[src/rtl/pwm_timer_pkg.sv]
// rtl/pwm_timer_pkg.sv - shared state encoding and register offsets for pwm_timer_multi
package pwm_timer_pkg;

  typedef enum logic [1:0] {
    ST_IDLE = 2'd0,
    ST_RUN  = 2'd1,
    ST_END  = 2'd2
  } state_t;

  typedef logic [1:0] reg_sel_t;

  localparam reg_sel_t REG_MAX  = 2'd0;
  localparam reg_sel_t REG_DUTY = 2'd1;
  localparam reg_sel_t REG_STOP = 2'd2;
  localparam reg_sel_t REG_POL  = 2'd3;

  // A channel is busy whenever it is not parked in IDLE.
  function automatic logic is_active(input state_t st);
    return st != ST_IDLE;
  endfunction

endpackage

[src/rtl/pwm_timer_ch.sv]
// rtl/pwm_timer_ch.sv - one PWM timer channel (IDLE/RUN/END); polarity register under PWM_TIMER_POLARITY_EN
module pwm_timer_ch
  import pwm_timer_pkg::*;
#(
  parameter int CW      = 16,
  parameter int END_LEN = 10
) (
  input  logic          clk,
  input  logic          rst_n,
  input  logic          we,
  input  logic [1:0]    reg_sel,
  input  logic [CW-1:0] wdata,
  input  logic          start,
  input  logic          abort,
  output logic          pwm,
  output logic          timer_end,
  output logic          busy
);

  localparam logic [7:0] END_LAST = 8'(END_LEN - 1);

  state_t        state;
  logic [CW-1:0] max_q;
  logic [CW-1:0] duty_q;
  logic [CW-1:0] stop_q;
  logic [CW-1:0] cnt;
  logic [CW-1:0] cyc;
  logic [7:0]    end_cnt;
  logic          wr_ok;
  logic          pol;

  // Register writes only land while the channel is idle.
  assign wr_ok = we && (state == ST_IDLE);
  assign busy  = is_active(state);

`ifdef PWM_TIMER_POLARITY_EN
  // Polarity bit, inverts the RUN-time compare only.
  always_ff @(posedge clk or negedge rst_n) begin
    if (!rst_n) begin
      pol <= 1'b0;
    end else if (wr_ok && (reg_sel == REG_POL)) begin
      pol <= wdata[0];
    end
  end
`else
  assign pol = 1'b0;
`endif

  // Config registers plus the channel FSM with registered pwm/end outputs.
  always_ff @(posedge clk or negedge rst_n) begin
    if (!rst_n) begin
      state     <= ST_IDLE;
      max_q     <= '0;
      duty_q    <= '0;
      stop_q    <= '0;
      cnt       <= '0;
      cyc       <= '0;
      end_cnt   <= '0;
      pwm       <= 1'b0;
      timer_end <= 1'b0;
    end else begin
      if (wr_ok) begin
        case (reg_sel)
          REG_MAX:  max_q  <= wdata;
          REG_DUTY: duty_q <= wdata;
          REG_STOP: stop_q <= wdata;
          default:  ;
        endcase
      end

      case (state)
        ST_IDLE: begin
          pwm       <= 1'b0;
          timer_end <= 1'b0;
          if (start) begin
            state <= ST_RUN;
            cnt   <= '0;
            cyc   <= '0;
          end
        end

        ST_RUN: begin
          if (abort) begin
            state     <= ST_IDLE;
            pwm       <= 1'b0;
            timer_end <= 1'b0;
          end else if ((cyc == stop_q) || (max_q == '0)) begin
            // The last period's final level was shown during this clock,
            // so the run closes here with the output forced low.
            state     <= ST_END;
            pwm       <= 1'b0;
            timer_end <= 1'b1;
            end_cnt   <= '0;
          end else begin
            pwm <= ((cnt >= duty_q) && (cnt < max_q)) ^ pol;
            if (cnt == (max_q - CW'(1))) begin
              cnt <= '0;
              cyc <= cyc + CW'(1);
            end else begin
              cnt <= cnt + CW'(1);
            end
          end
        end

        ST_END: begin
          pwm <= 1'b0;
          if (abort) begin
            state     <= ST_IDLE;
            timer_end <= 1'b0;
          end else if (end_cnt == END_LAST) begin
            state     <= ST_IDLE;
            timer_end <= 1'b0;
          end else begin
            end_cnt <= end_cnt + 8'd1;
          end
        end

        default: begin
          state     <= ST_IDLE;
          pwm       <= 1'b0;
          timer_end <= 1'b0;
        end
      endcase
    end
  end

endmodule

[src/rtl/pwm_timer_multi.sv]
// rtl/pwm_timer_multi.sv - CH independent PWM timers with address decode; PWM_TIMER_POLARITY_EN enables per-channel polarity
module pwm_timer_multi
  import pwm_timer_pkg::*;
#(
  parameter int CH      = 4,
  parameter int CW      = 16,
  parameter int END_LEN = 10
) (
  input  logic                   i_clk,
  input  logic                   i_rst_n,
  input  logic                   i_we,
  input  logic [$clog2(CH)+1:0]  i_addr,
  input  logic [CW-1:0]          i_wdata,
  input  logic [CH-1:0]          i_start,
  input  logic [CH-1:0]          i_abort,
  output logic [CH-1:0]          o_pwm,
  output logic [CH-1:0]          o_timer_end,
  output logic [CH-1:0]          o_busy
);

  localparam int AW = $clog2(CH) + 2;

  // Channel field sits above the 2-bit register select; indices >= CH match nothing.
  logic [AW-1:0] ch_idx;
  assign ch_idx = i_addr >> 2;

  for (genvar c = 0; c < CH; c++) begin : g_ch
    logic ch_we;
    assign ch_we = i_we && (ch_idx == AW'(c));

    pwm_timer_ch #(
      .CW      (CW),
      .END_LEN (END_LEN)
    ) u_ch (
      .clk       (i_clk),
      .rst_n     (i_rst_n),
      .we        (ch_we),
      .reg_sel   (i_addr[1:0]),
      .wdata     (i_wdata),
      .start     (i_start[c]),
      .abort     (i_abort[c]),
      .pwm       (o_pwm[c]),
      .timer_end (o_timer_end[c]),
      .busy      (o_busy[c])
    );
  end

endmodule

[config.mk]
export PLATFORM = sky130hd
export DESIGN_NAME = pwm_timer_multi
export DESIGN_NICKNAME = d
export VERILOG_FILES = /design/src/rtl/pwm_timer_pkg.sv /design/src/rtl/pwm_timer_ch.sv /design/src/rtl/pwm_timer_multi.sv
export SDC_FILE = /design/constraint.sdc
export NUM_CORES = 1
export LEC_CHECK = 0
export CORE_MARGIN = 8
export CORE_UTILIZATION = 55
export DETAILED_ROUTE_END_ITERATION = 10
export PLACE_DENSITY_LB_ADDON = 0.08
export SYNTH_ARGS = -nofsm -noshare
export SYNTH_HDL_FRONTEND = slang
export SYNTH_HIERARCHICAL = 1
export SYNTH_SLANG_ARGS = --single-unit
[constraint.sdc]
create_clock -name i_clk -period 5.1 [get_ports i_clk]
set_input_delay 1.02 -clock i_clk [delete_from_list [all_inputs] [get_ports i_clk]]
set_output_delay 1.02 -clock i_clk [all_outputs]
set_load 0.005 [all_outputs]
; ---- After elaboration in Yosys (flattened, before gate mapping)
; Cells that the tools add are included.
[op_classes]
reduce_logical = 70
n_lt_le_gt_ge = 8
mux = 112
n_eq_ne = 61
add_sub_neg = 16
[ops]
columns = op, count
row1 = $mux 16, 28
row2 = $pmux 16 s2, 8
row3 = $add 16x1->16 const B, 8
row4 = $eq 16x16->1, 8
row5 = $mux 8, 16
row6 = $ge 16x16->1, 4
row7 = $logic_not 16->1, 4
row8 = $lt 16x16->1, 4
row9 = $pmux 8 s2, 4
row10 = $sub 16x1->16 const B, 4
row11 = $mux 2, 20
row12 = $ne 2x2->1 const B, 20
row13 = $reduce_and 5->1, 8
row14 = $add 8x1->8 const B, 4
row15 = $eq 8x4->1 const B, 4
row16 = $reduce_and 2->1, 16
row17 = $mux 1, 28
row18 = $ne 3x2->1 const B, 8
row19 = $pmux 2 s3, 4
row20 = $reduce_bool 2->1, 12
row21 = $ne 2x1->1 const B, 8
row22 = $reduce_and 4->1, 4
row23 = $eq 2x2->1 const B, 7
row24 = $eq 2x1->1 const B, 6
row25 = 6 further kinds, 30
[word_totals]
output_inout_bits = 12
word_cells = 303
register_bits = 368

; ---- Longest topological paths before layout
; Gate-level depths: netlist of run 1.
[logic_depth]
ltp_word = 6
mapped_depth = 12
depth_no_buf = 10

; ---- Hierarchy
; The synthesis of run 1 kept the hierarchy.
[modules_own_cells]
columns = mod, cells_each, area_per_inst_um2, n_inst
row1 = pwm_timer_ch at g_ch[0].u_ch ..., 567, 5537.8, 3
row2 = pwm_timer_ch at g_ch[3].u_ch, 550, 5527.8, 1
row3 = pwm_timer_multi, 4, 37.5, 1

; ---- Worst setup path before layout of run 1
; Ideal clock, no wire load.
[synth_timing]
kind = register to register
start = register g_ch[0].u_ch.max_q[0]
end = register g_ch[0].u_ch.cyc[13]
synth_period_minus_slack_ns = 2.567
path_slack_ns = 2.533
path_buffers = 0
stages_incl_launch_ff = 11
t_arrival_ns = 2.489
path_cell_list = dfrtp_1 > inv_1 > ha_1 > nor2b_1 > nand2_2 > mux2i_1 > a22o_1 > a211oi_2 > a31oi_4 > or4_1 > a21oi_1
[synth_between]
elab_chain_len = 4
word_cells_on_any_way = 7
cone_classes = add/sub: 1 / eq/ne: 3 / reduce/logical: 3
[synth_rtl]
columns = element, line_no
row1 = "start, declared", pwm_timer_ch.sv:23  ; logic [CW-1:0] max_q;
row2 = "start signal, assigned", pwm_timer_ch.sv:64  ; REG_MAX: max_q <= wdata;
row3 = $sub 16x1->16 or $logic_not 16->1 (tied branches), "pwm_timer_ch.sv:96, pwm_timer_ch.sv:87"
row4 = $eq 16x16->1 or $logic_or 1x1->1 (tied branches), "pwm_timer_ch.sv:96, pwm_timer_ch.sv:87"
row5 = $ne 2x1->1 (no source line) or $ne 2x2->1 (tied branches), --
row6 = $reduce_and 5->1 (no source line) *, --
row7 = "end signal, assigned", pwm_timer_ch.sv:98  ; cyc <= cyc + CW'(1);
row8 = "end, declared", pwm_timer_ch.sv:27  ; logic [CW-1:0] cyc;
; Mark *: on every way between the ends. The rest lies on a longest branch, timed or not.
; A chain may end at the register's enable or synchronous reset.

; ---- Final worst setup path of run 1
[layout_timing]
start = register g_ch[2].u_ch.max_q[0]
end = register g_ch[2].u_ch.cyc[0]
[layout_between]
elab_chain_len = 4
word_cells_on_any_way = 7
cone_classes = add/sub: 1 / eq/ne: 3 / reduce/logical: 3
[layout_rtl]
columns = element, line_no
row1 = "start, declared", pwm_timer_ch.sv:23
row2 = "start signal, assigned", pwm_timer_ch.sv:64
row3 = $sub 16x1->16 or $logic_not 16->1 (tied branches), "pwm_timer_ch.sv:96, pwm_timer_ch.sv:87"
row4 = $eq 16x16->1 or $logic_or 1x1->1 (tied branches), "pwm_timer_ch.sv:96, pwm_timer_ch.sv:87"
row5 = $ne 2x1->1 (no source line) or $ne 2x2->1 (tied branches), --
row6 = $reduce_and 5->1 (no source line) *, --
row7 = "end signal, assigned", pwm_timer_ch.sv:98
row8 = "end, declared", pwm_timer_ch.sv:27
; Marked as above.

==> run_results.csv, run 1 <==
group,metric,value,unit
detailed_routing,drt-vias-per-instance,5.94,
worst_setup_path,timing.rr.start,"g_ch[2].u_ch/max_q[0]$_DFFE_PN0P_",
worst_setup_path,critical_path.endpoint_type,"flop",
worst_hold_path,worst_hold_path_type,"flop to flop",
worst_setup_path,critical-path-top-delay-family,"simple AND/OR/NAND/NOR gates",
die,coreArea,39700,um^2
status,run_status,"complete, no violations",
synth,synthDistinctLibCells,79,
synth,mappedNetlistNets,2434,
layout,final_area,24400,um^2
global_route,antenna_found_initial,0,
global_route,grt_first_pass_wirelength,91200,um
clock_network,tritoncts,"done",
worst_setup_path,critical_path.cell_chain,"inv_1 -> ha_1 -> nor2b_1 -> nand4_2 -> mux2_2 -> mux2i_1 -> o22ai_1 -> a31oi_4 -> nor2_1 -> mux2_2",
clock_network,cts_hold_repair.buffers,0,
global_route,global_route.peak_usage_layer,"met2",
worst_setup_path,path_common_cell,"mux2_2",
layout,layout.cells.most_common_list,"dfrtp_1, o21ai_0, nand2_1, inv_1, ha_1",
worst_setup_path,worst-endpoint-required,5.55,ns
detailed_routing,num_vias,16800,
global_route,grt_pass1_vias,16800,
synth,count_of_flip_flops_with_a_built_in_enable_after_synthesis,0,
pwr,cellInternalPower,7.10,mW
worst_setup_path,critPathLaunchType,"flop",
global_route,met2_routing_resource_usage_after_global_routing,0.383,
die,initial_utilization,0.558,
detailed_routing,antenna_violating_nets_post_route,0,
layout,layout.core_utilization,0.615,
worst_hold_path,min_delay_path_depth,1,
sta,final_report_setup_violation_count,0,
clock_network,cts-resized-gates,0,
worst_setup_path,critPathSlowestCell,"nor2_1",
clock_network,clock_path_buffers,3,
sta,final.setup_skew,0.00925,ns
placed_design,place_congestion,0.887,
global_route,grt_start_max_net_pins,112,
detailed_routing,drc_errors,0,
pwr,power_switching,3.95,mW
synth,synthFlopType,"dfrtp_1",
die,core.rowCount,73,
pwr,power.share.sequential,0.419,
sta,max_freq,0.280,GHz
synth,synth_sequential_area_ratio,0.415,
clock_network,cts_setup_buffers,0,
worst_setup_path,reg2reg_setup_slack,1.53,ns
pwr,p_sw_frac,0.358,
sta,maxSlewHeadroom,0.317,
synth,ys_warn_count,6,
layout,nNetsFinal,2458,
global_route,grt_use_met1,0.326,
synth,postSynthCellCount,2255,
sta,final_hold_slack,0.494,ns
layout,layout_area_growth_over_synthesis,10.1,%
clock_network,clkSinkCount,368,
pwr,worst_ir_drop_on_vdd,0.000265,V
layout,fill_cells,3340,
clock_network,root_buffer,"clkbuf_16",
sta,timing.final.hold_violations,0,
pwr,clock_power_share,0.278,
worst_setup_path,rr_worst_depth,10,
clock_network,cts_buffers,42,
die,dieArea,47000,um^2
global_route,grt.met3_usage,0.0347,
detailed_routing,route.detailed.wl_per_inst,19.7,um
pwr,power.static_leakage,11.5,nW
pwr,combinationalPowerShare,0.303,
detailed_routing,drt_iter0_drc,1208,
synth,synth.cell_area,22200,um^2
die,boundaryPins,43,
clock_network,clk_latency,0.57,ns
worst_hold_path,min_from,"g_ch[0].u_ch/end_cnt[7]$_DFFE_PN0P_",
global_route,tot_gr_track_use,0.237,
layout,post_layout_nonfiller_instances,2833,
detailed_routing,detail_route.first_pass.iterations,7,
clock_network,clock_tree.htree_level_count,2,
sta,fin_crit,3.57,ns
die,chipWidth,217,um
synth,synthesis.area_per_instance,9.84,um^2
detailed_routing,routed_wirelength,55900,um
layout,layout-drive-gt1-share,0.123,
worst_hold_path,endpoint_with_the_worst_hold_slack,"g_ch[0].u_ch/end_cnt[7]$_DFFE_PN0P_",
global_route,gr-total-overflow,0,
worst_setup_path,worst_path_largest_cell_delay,0.76,ns
sta,final_min_period_over_clock_period,0.701,
sta,tightest_slew,1.02,ns
worst_setup_path,arrival,4.02,ns
clock_network,clk_pin_slew,0.06,ns
die,die_h,217,um
sta,timing.final.max_slew_violations,0,
placed_design,place.detailed.instances,2760,
sta,fin_tns_setup,0,ns
job,maxCapViolations,0,
pwr,p_per_area,453,nW/um^2
sta,rsz0062_at_grt,"no",
placed_design,place.detailed.hpwl,38300,um
synth,async_set_reset_flop_share_out_of_synthesis,1.00,
synth,ys_seq_elements,368,
layout,antenna_cells,0,
placed_design,port-buffer-count,42,
placed_design,dpl-instance-area,23000,um^2
worst_setup_path,critical_path_peak_fanout,36,
worst_setup_path,criticalPathCategory,"flop to flop",
layout,leading_cell_type_in_the_layout_fill_and_taps_excluded,"dfrtp_1",
worst_setup_path,regToRegEndpoint,"g_ch[2].u_ch/cyc[0]$_DFFE_PN0P_",
worst_setup_path,cp_num_buf_inv,1,
worst register-to-register path, stage by stage (launching register included):
cell,delay (ns)
dfrtp_1,0.42
inv_1,0.09
ha_1,0.29
nor2b_1,0.31
nand4_2,0.19
mux2_2,0.27
mux2i_1,0.06
o22ai_1,0.27
a31oi_4,0.38
nor2_1,0.77
mux2_2,0.42
power by group through the flow:
stage,Clock [mW],Sequential (mW),Combinational (mW)
6_report,3.07,4.64,3.35
4_1_cts,3.15,4.62,3.36
3_5_place_dp,0,4.67,3.33
5_1_grt,3.26,4.76,3.80
3_3_place_gp,0,4.63,3.19
2_1_floorplan,0,4.37,2.66
worst max-delay path by stage:
stage                                                  from                          endpoint  slack (ns)  cells after the start
after floorplan           g_ch[0].u_ch/max_q[0]$_DFFE_PN0P_  g_ch[0].u_ch/cyc[13]$_DFFE_PN0P_        2.53                     10
after global placement                           i_abort[3]   g_ch[3].u_ch/cyc[0]$_DFFE_PN0P_        1.65                      6
after detailed placement                         i_start[3]   g_ch[3].u_ch/cyc[0]$_DFFE_PN0P_        1.58                      6
after CTS                 g_ch[2].u_ch/max_q[1]$_DFFE_PN0P_   g_ch[2].u_ch/cyc[0]$_DFFE_PN0P_        1.56                     10
after global routing      g_ch[2].u_ch/max_q[1]$_DFFE_PN0P_   g_ch[2].u_ch/cyc[0]$_DFFE_PN0P_        1.26                     10
final                     g_ch[2].u_ch/max_q[0]$_DFFE_PN0P_   g_ch[2].u_ch/cyc[0]$_DFFE_PN0P_        1.53                     10
state kept, by name, summed over array words and instances, names as in the netlist:
register and count:
g_ch.u_ch/timer_end 4, g_ch.u_ch/state 8, g_ch.u_ch/max_q 64, g_ch.u_ch/cnt 64, g_ch.u_ch/stop_q 64, g_ch.u_ch/duty_q 64
g_ch.u_ch/end_cnt 32, g_ch.u_ch/cyc 64, g_ch.u_ch/pwm 4
metal layers:
metal | up-vias | part of all wire
li1 | 8056 | -
met1 | 8327 | 0.47
met2 | 361 | 0.46
met3 | 98 | 0.044
met4 | 0 | 0.027
met5 | - | 0
area by class of cell:
class	instances	area [um^2]	area share
clock buffer	63	1260	0.0517
sequential	368	9210	0.377
timing repair buffer	55	561	0.0230
tap	525	657	0.0269
inverter	153	574	0.0235
multi-input combinational	1659	12000	0.493
clock inverter	10	125	0.00512
cell usage after synthesis (18+ instances only):
master / n / area share
a21o_1: 35 / 0.012
a21oi_1: 75 / 0.017
and3_1: 52 / 0.015
clkbuf_1: 43 / 0.0073
dfrtp_1: 368 / 0.42
ha_1: 148 / 0.083
inv_1: 149 / 0.025
mux2_2: 135 / 0.069
mux2i_1: 18 / 0.0081
nand2_1: 164 / 0.028
nand2b_1: 37 / 0.010
nand3_1: 59 / 0.013
nand4_1: 63 / 0.018
nor2_1: 143 / 0.024
nor2b_1: 29 / 0.0082
nor3_1: 43 / 0.0097
nor4_1: 36 / 0.010
o21ai_0: 165 / 0.037
o31ai_1: 19 / 0.0064
or3_1: 35 / 0.0099
xnor2_1: 77 / 0.030
xor2_1: 119 / 0.047
cells by family (layout without fill, tap and decap cells):
group,count (synthesis),after routing,synth area share
compound gates,405,405,0.118
xor+xnor,196,196,0.0774
fa+ha+maj,148,148,0.0835
buf+inv,228,281,0.0432
flops,368,368,0.415
mux,153,153,0.0767
simple gates,757,757,0.186
metrics by stage:
| step | setup WS (ns) | total power, mW |
|---|---|---|
| floorplan | 2.53 | 7.02 |
| global placement | 1.65 | 7.82 |
| detailed placement | 1.58 | 7.99 |
| CTS | 1.56 | 11.1 |
| global route | 1.26 | 11.8 |
| finish | 1.53 | 11.1 |
(Power assumes the default switching activity.)
==> run 2: changes to the inputs <==
Clock period 5.1 ns to 3 ns, I/O delays scaled along.
==> run 2 against run 1 <==
Effect of this change:
- register-to-register slack worse by 1.4 ns
- worst hold slack better by 0.0025 ns
- total power up 75%
- sequential power up 68%
- combinational power up 79%
- largest power group unchanged
==> run_results.csv, run 2 (same netlist as run 1, synthesis figures left out) <==
group,metric,value,unit
clock_network,clk_pin_slew,0.06,ns
status,run_status,"complete, no violations",
worst_setup_path,regToRegEndpoint,"g_ch[2].u_ch/cyc[8]$_DFFE_PN0P_",
layout,layout.cells.most_common_list,"dfrtp_1, o21ai_0, nand2_1, inv_1, ha_1",
sta,max_freq,0.352,GHz
detailed_routing,drt-vias-per-instance,5.93,
detailed_routing,detail_route.first_pass.iterations,6,
worst_hold_path,worst_hold_path_type,"flop to flop",
die,die_h,217,um
worst_hold_path,min_delay_path_depth,1,
global_route,antenna_found_initial,2,
placed_design,port-buffer-count,42,
sta,final.setup_skew,0.0188,ns
detailed_routing,routed_wirelength,56800,um
worst_setup_path,criticalPathCategory,"flop to flop",
placed_design,pre_cts_slack,0.130,ns
detailed_routing,antenna_violating_nets_post_route,0,
pwr,total_power,19.4,mW
worst_setup_path,critPathSlowestCell,"dfrtp_1",
pwr,power.static_leakage,11.9,nW
global_route,gr-total-overflow,0,
clock_network,clk_latency,0.56,ns
clock_network,clock_path_buffers,3,
worst_setup_path,worst_path_largest_cell_delay,0.49,ns
detailed_routing,route.detailed.wl_per_inst,19.6,um
job,maxCapViolations,0,
die,coreArea,39700,um^2
sta,rsz0062_at_grt,"no",
sta,final_min_period_over_clock_period,0.946,
global_route,grt_first_pass_wirelength,92400,um
sta,timing.final.hold_violations,0,
sta,fin_crit,2.84,ns
worst_setup_path,critical_path.cell_chain,"nor4_4 -> nand3_2 -> mux2i_1 -> or3b_1 -> a21oi_2 -> a31oi_4 -> buf_4 -> or3_1 -> a21oi_1",
worst_hold_path,min_from,"g_ch[3].u_ch/end_cnt[7]$_DFFE_PN0P_",
clock_network,cts_setup_buffers,0,
layout,nNetsFinal,2519,
die,dieArea,47000,um^2
clock_network,clkSinkCount,368,
worst_setup_path,arrival,3.30,ns
global_route,grt_start_max_net_pins,66,
sta,final_report_setup_violation_count,0,
worst_setup_path,crit_start,"g_ch[2].u_ch/max_q[2]$_DFFE_PN0P_",
sta,maxSlewHeadroom,0.310,
clock_network,tritoncts,"done",
worst_setup_path,critical_path.endpoint_type,"flop",
sta,fin_tns_setup,0,ns
detailed_routing,drt_iter0_drc,1261,
layout,antenna_cells,0,
sta,tightest_slew,1.03,ns
sta,timing.final.max_slew_violations,0,
global_route,tot_gr_track_use,0.241,
clock_network,clock_tree.htree_level_count,2,
clock_network,cts_buffers,42,
placed_design,place_congestion,0.891,
global_route,grt_pass1_vias,17100,
detailed_routing,num_vias,17200,
layout,layout-drive-gt1-share,0.149,
layout,leading_cell_type_in_the_layout_fill_and_taps_excluded,"dfrtp_1",
worst_setup_path,critical_path_peak_fanout,18,
worst_setup_path,critPathLaunchType,"flop",
worst_setup_path,timing.rr.start,"g_ch[2].u_ch/max_q[2]$_DFFE_PN0P_",
worst_setup_path,rr_worst_depth,9,
clock_network,root_buffer,"clkbuf_16",
placed_design,place.detailed.hpwl,39100,um
die,boundaryPins,43,
die,initial_utilization,0.558,
pwr,worst_ir_drop_on_vdd,0.000446,V
worst_hold_path,endpoint_with_the_worst_hold_slack,"g_ch[3].u_ch/end_cnt[7]$_DFFE_PN0P_",
detailed_routing,drc_errors,0,
layout,layout_area_growth_over_synthesis,12.9,%
die,chipWidth,217,um
die,core.rowCount,73,
worst_setup_path,worst-endpoint-required,3.46,ns
sta,finalWorstSetupSlack,0.163,ns
pwr,p_per_area,774,nW/um^2
worst_setup_path,reg2reg_setup_slack,0.16,ns
-- run 2: critical path: cells and delay by family, from the launching register on --
family	cells	cell delay [ns]
flops	1	0.49
compound gates	3	0.58
mux	1	0.13
buf+inv	1	0.25
simple gates	4	1.28
-- run 2: power breakdown --
part / internal, mW / switching [mW] / total (mW)
clock network: 3.51 / 2.09 / 5.60
registers: 6.32 / 1.48 / 7.80
logic: 2.77 / 3.21 / 5.98
-- run 2: cell type report --
type                    count  area, um^2
clock inverters            15         279
multi-input cells        1659       12000
repair buffers            116        1060
clock buffers              61        1220
flip-flops and latches    368        9210
inverters                 153         574
fillers                  3351       14700
well taps                 525         657
-- run 2: how the worst max path moves through the flow --
| stage | end | slack (ns) | cells past startpoint |
|---|---|---|---|
| after floorplan | g_ch[0].u_ch/cyc[13]$_DFFE_PN0P_ | 0.43 | 10 |
| after global placement | g_ch[3].u_ch/cyc[0]$_DFFE_PN0P_ | 0.21 | 9 |
| after detailed placement | g_ch[2].u_ch/cyc[8]$_DFFE_PN0P_ | 0.13 | 11 |
| after global routing | g_ch[2].u_ch/cyc[8]$_DFFE_PN0P_ | 0.009 | 9 |
| final | g_ch[2].u_ch/cyc[8]$_DFFE_PN0P_ | 0.16 | 9 |
| after CTS | g_ch[2].u_ch/cyc[8]$_DFFE_PN0P_ | 0.09 | 11 |
-- run 2: layer usage --
metal / vias up / track usage / routed length, um
li1: 8193 / - / -
met1: 8482 / 0.337 / 26400
met2: 410 / 0.382 / 25900
met3: 95 / 0.0399 / 2940
met4: 0 / 0.0735 / 1540
met5: - / 0 / 0
-- run 2: what timing repair did --
| action | in CTS | in global routing |
|---|---|---|
| hold buffers | 1 | 0 |
| endpoints found under the setup margin | 0 | 44 |
| gates resized for setup | 0 | 6 |
| hold endpoints to repair | 15 | 0 |
-- run 2: per-stage QoR --
stage          hold WS, ns  utilization  area [um^2]  std cells
2_1_floorplan        0.304            -        22200       2255
3_3_place_gp         0.469        0.592        23500       2820
3_5_place_dp         0.479        0.592        23500       2820
4_1_cts              0.492        0.630        25000       2897
5_1_grt              0.515        0.630        25000       2897
6_report             0.497        0.630        25000       2897
==> run 3: changes to the inputs <==
Settings changed: CORE_UTILIZATION 55 to 40, SYNTH_HIERARCHICAL 1 to unset.
==> run 3 against run 2 <==
Effect of this change:
- the run now ends with setup timing left
- sequential share of layout area is 2.5 points lower
- critical path depth rose by 1
- setup slack got worse by 0.31 ns
- area after synthesis decreased by 0.55%
- clock power is 7.5% lower
- die area increased by 34%
- maximum frequency is 9.7% lower
- highest routed layer is now met5
==> run_results.csv, run 3 <==
group,metric,value,unit
status,run_status,"finished with violations",
status,violations,"setup timing",
layout,layout.cells.most_common_list,"dfrtp_1, buf_4, nand2_1, inv_1, ha_1",
synth,ys_seq_elements,368,
synth,netlist.area_leader.share,0.418,
sta,finalWorstSetupSlack,-0.143,ns
placed_design,place.detailed.hpwl,42700,um
layout,leading_cell_type_in_the_layout_fill_and_taps_excluded,"dfrtp_1",
detailed_routing,num_vias,17500,
die,dieArea,62900,um^2
placed_design,dpl-instance-area,24600,um^2
pwr,power.share.sequential,0.360,
clock_network,clock_path_buffers,3,
synth,library_cell_with_the_largest_summed_area_after_synthesis,"dfrtp_1",
sta,rsz0062_at_grt,"yes",
placed_design,port-buffer-count,42,
worst_setup_path,criticalPathCategory,"flop to flop",
synth,synth.cell_area,22100,um^2
sta,timing.final.hold_violations,0,
sta,fin_tns_setup,-1.89,ns
detailed_routing,drt-vias-per-instance,5.44,
clock_network,tritoncts,"done",
synth,netlist_top_cells_area,"dfrtp_1, ha_1, mux2_2, xor2_1, xnor2_1",
detailed_routing,routed_wirelength,60200,um
layout,nNetsFinal,2666,
sta,timing.final.max_slew_violations,0,
die,core.rowCount,86,
pwr,clock_power_share,0.255,
worst_setup_path,worst-endpoint-required,3.48,ns
sta,maxSlewHeadroom,0.393,
synth,async_set_reset_flop_share_out_of_synthesis,1.00,
pwr,worst_ir_drop_on_vdd,0.000437,V
sta,fin_crit,3.14,ns
sta,final.setup_skew,0.0132,ns
worst_setup_path,regToRegEndpoint,"g_ch[1].u_ch.cyc[12]$_DFFE_PN0P_",
sta,final_report_setup_violation_count,23,
clock_network,root_buffer,"clkbuf_16",
global_route,grt_start_max_net_pins,64,
detailed_routing,drt_iter0_drc,971,
worst_setup_path,arrival,3.63,ns
synth,ys_warn_count,0,
global_route,antenna_found_initial,4,
sta,max_freq,0.318,GHz
layout,layout.core_utilization,0.491,
synth,synthFlopType,"dfrtp_1",
worst_hold_path,endpoint_with_the_worst_hold_slack,"g_ch[0].u_ch.end_cnt[7]$_DFFE_PN0P_",
sta,final_min_period_over_clock_period,1.05,
synth,postSynthCellCount,2280,
layout,antenna_cells,0,
synth,synthDistinctLibCells,82,
placed_design,place_congestion,0.850,
synth,post-synth-top-count-cell,"dfrtp_1",
pwr,combinationalPowerShare,0.385,
global_route,grt_pass1_vias,18000,
detailed_routing,route.detailed.wl_per_inst,18.7,um
die,chipWidth,251,um
layout,final_area,26900,um^2
clock_network,clk_latency,0.57,ns
layout,layout_area_growth_over_synthesis,21.8,%
job,maxCapViolations,0,
clock_network,cts_buffers,44,
pwr,power_switching,7.16,mW
worst_setup_path,timing.rr.start,"g_ch[1].u_ch.max_q[5]$_DFFE_PN0P_",
detailed_routing,antenna_violating_nets_post_route,0,
layout,layout-drive-gt1-share,0.215,
worst_setup_path,critical-path-top-delay-family,"simple AND/OR/NAND/NOR gates",
worst_setup_path,rr_worst_depth,10,
sta,tightest_slew,0.907,ns
global_route,gr-total-overflow,0,
pwr,power.static_leakage,12.6,nW
clock_network,clock_tree.htree_level_count,2,
detailed_routing,detail_route.first_pass.iterations,5,
pwr,p_sw_frac,0.352,
worst_setup_path,critPathSlowestCell,"or4_4",
clock_network,clk_pin_slew,0.06,ns
worst_hold_path,worst_hold_path_type,"flop to flop",
detailed_routing,drc_errors,0,
worst_setup_path,worst_path_largest_cell_delay,0.60,ns
die,initial_utilization,0.403,
clock_network,clkSinkCount,368,
worst_setup_path,cp_num_buf_inv,2,
synth,count_of_flip_flops_with_a_built_in_enable_after_synthesis,0,
die,boundaryPins,43,
synth,most_used_standard_cells_in_the_synthesized_netlist,"dfrtp_1, nand2_1, inv_1",
worst_setup_path,reg2reg_setup_slack,-0.14,ns
synth,mappedNetlistNets,2459,
worst_setup_path,critical_path.endpoint_type,"flop",
worst_hold_path,min_delay_path_depth,1,
pwr,p_per_area,757,nW/um^2
die,coreArea,54800,um^2
worst_setup_path,critical_path_peak_fanout,9,
worst_hold_path,min_from,"g_ch[0].u_ch.end_cnt[7]$_DFFE_PN0P_",
die,die_h,251,um
synth,synth_sequential_area_ratio,0.418,
pwr,total_power,20.3,mW
global_route,tot_gr_track_use,0.191,
worst_setup_path,critPathLaunchType,"flop",
worst_setup_path,critical_path.cell_chain,"or4_4 -> nor4_4 -> buf_4 -> xnor2_2 -> mux2i_1 -> a2111oi_4 -> a21oi_4 -> buf_12 -> or4_1 -> a21oi_1",
synth,synthesis.area_per_instance,9.67,um^2
global_route,grt_first_pass_wirelength,97600,um
pwr,cellInternalPower,13.2,mW
==> run 3: cell types whose count changed in the layout (fill, tap and decap cells not counted), sizes merged, moves of 9 or more <==
cell	delta
o21ai	-34
and3	-14
nor2b	-10
o211ai	+18
buf	+147
nor4	-12
a21o	+15
or4	+20
nor3	-13
xor2	-9
==> run 3: routing by layer <==
metal  wire [um]  GRT usage  vias to the layer above
met4        1620     0.0577                        2
met5          13          0                        -
met1       28500      0.253                     8703
li1            -          -                     8486
met3        2020     0.0269                       88
met2       28100      0.321                      247
==> run 3: power groups by stage <==
stage | sequential [mW] | combinational [mW] | clock [mW]
6_report | 7.33 | 7.84 | 5.18
5_1_grt | 7.51 | 8.80 | 5.55
4_1_cts | 7.32 | 7.64 | 5.35
3_5_place_dp | 7.39 | 7.29 | 0
3_3_place_gp | 7.36 | 7.12 | 0
2_1_floorplan | 7.14 | 4.84 | 0
==> run 3: timing repair <==
| action | 4_1_cts | 5_1_grt |
|---|---|---|
| buffers inserted | 13 | 10 |
| hold endpoints to repair | 9 | 0 |
| endpoints found under the setup margin | 66 | 95 |
| pin swaps | 56 | 40 |
| resized for setup | 64 | 73 |
| cloned | 3 | 1 |
| hold buffers | 1 | 0 |
==> run 3: worst max path at each step <==
stage	start	end	slack, ns	cells past startpoint
global placement	g_ch[1].u_ch.max_q[1]$_DFFE_PN0P_	g_ch[1].u_ch.cyc[10]$_DFFE_PN0P_	-0.19	11
detailed placement	g_ch[1].u_ch.max_q[1]$_DFFE_PN0P_	g_ch[1].u_ch.cyc[12]$_DFFE_PN0P_	-0.23	11
floorplan	g_ch[2].u_ch.max_q[1]$_DFFE_PN0P_	g_ch[2].u_ch.cyc[10]$_DFFE_PN0P_	0.001	11
finish	g_ch[1].u_ch.max_q[5]$_DFFE_PN0P_	g_ch[1].u_ch.cyc[12]$_DFFE_PN0P_	-0.14	10
CTS	g_ch[2].u_ch.max_q[0]$_DFFE_PN0P_	g_ch[2].u_ch.cyc[7]$_DFFE_PN0P_	-0.18	10
global route	g_ch[2].u_ch.max_q[0]$_DFFE_PN0P_	g_ch[2].u_ch.cyc[5]$_DFFE_PN0P_	-0.25	11
==> run 3: area by class of cell <==
type	count	area, um^2
sequential	368	9210
clock buffer	67	1330
clock inverter	8	43.8
multi-input combinational	1646	12400
inverter	162	608
fill	5096	27900
tap	704	881
timing repair buffer	265	2420
==> run 3: logic make-up (layout without fill, tap and decap cells) <==
| logic type | count (synthesis) | after routing | synth area share |
|---|---|---|---|
| DFF | 368 | 368 | 0.418 |
| and+or+nand+nor | 743 | 743 | 0.178 |
| xor gates and xnor gates | 194 | 194 | 0.0770 |
| AOI/OAI and AO/OA | 406 | 406 | 0.116 |
| buffers and inverters | 266 | 502 | 0.0487 |
| muxes | 154 | 154 | 0.0782 |
| adders and majority gates | 149 | 149 | 0.0844 |
==> run 3: stage by stage <==
stage	worst slack, ns	hold WS [ns]	std cells
finish	-0.143	0.494	3220
global route	-0.246	0.520	3220
CTS	-0.177	0.495	3211
detailed placement	-0.235	0.485	3119
global placement	-0.195	0.484	3119
floorplan	0.00149	0.304	2280
==> run 3: worst register-to-register path, stage by stage (launching register included) <==
cell and delay (ns):
dfrtp_1 0.37, or4_4 0.60, nor4_4 0.29, buf_4 0.20
xnor2_2 0.10, mux2i_1 0.12, a2111oi_4 0.49, a21oi_4 0.11
buf_12 0.16, or4_1 0.50, a21oi_1 0.13
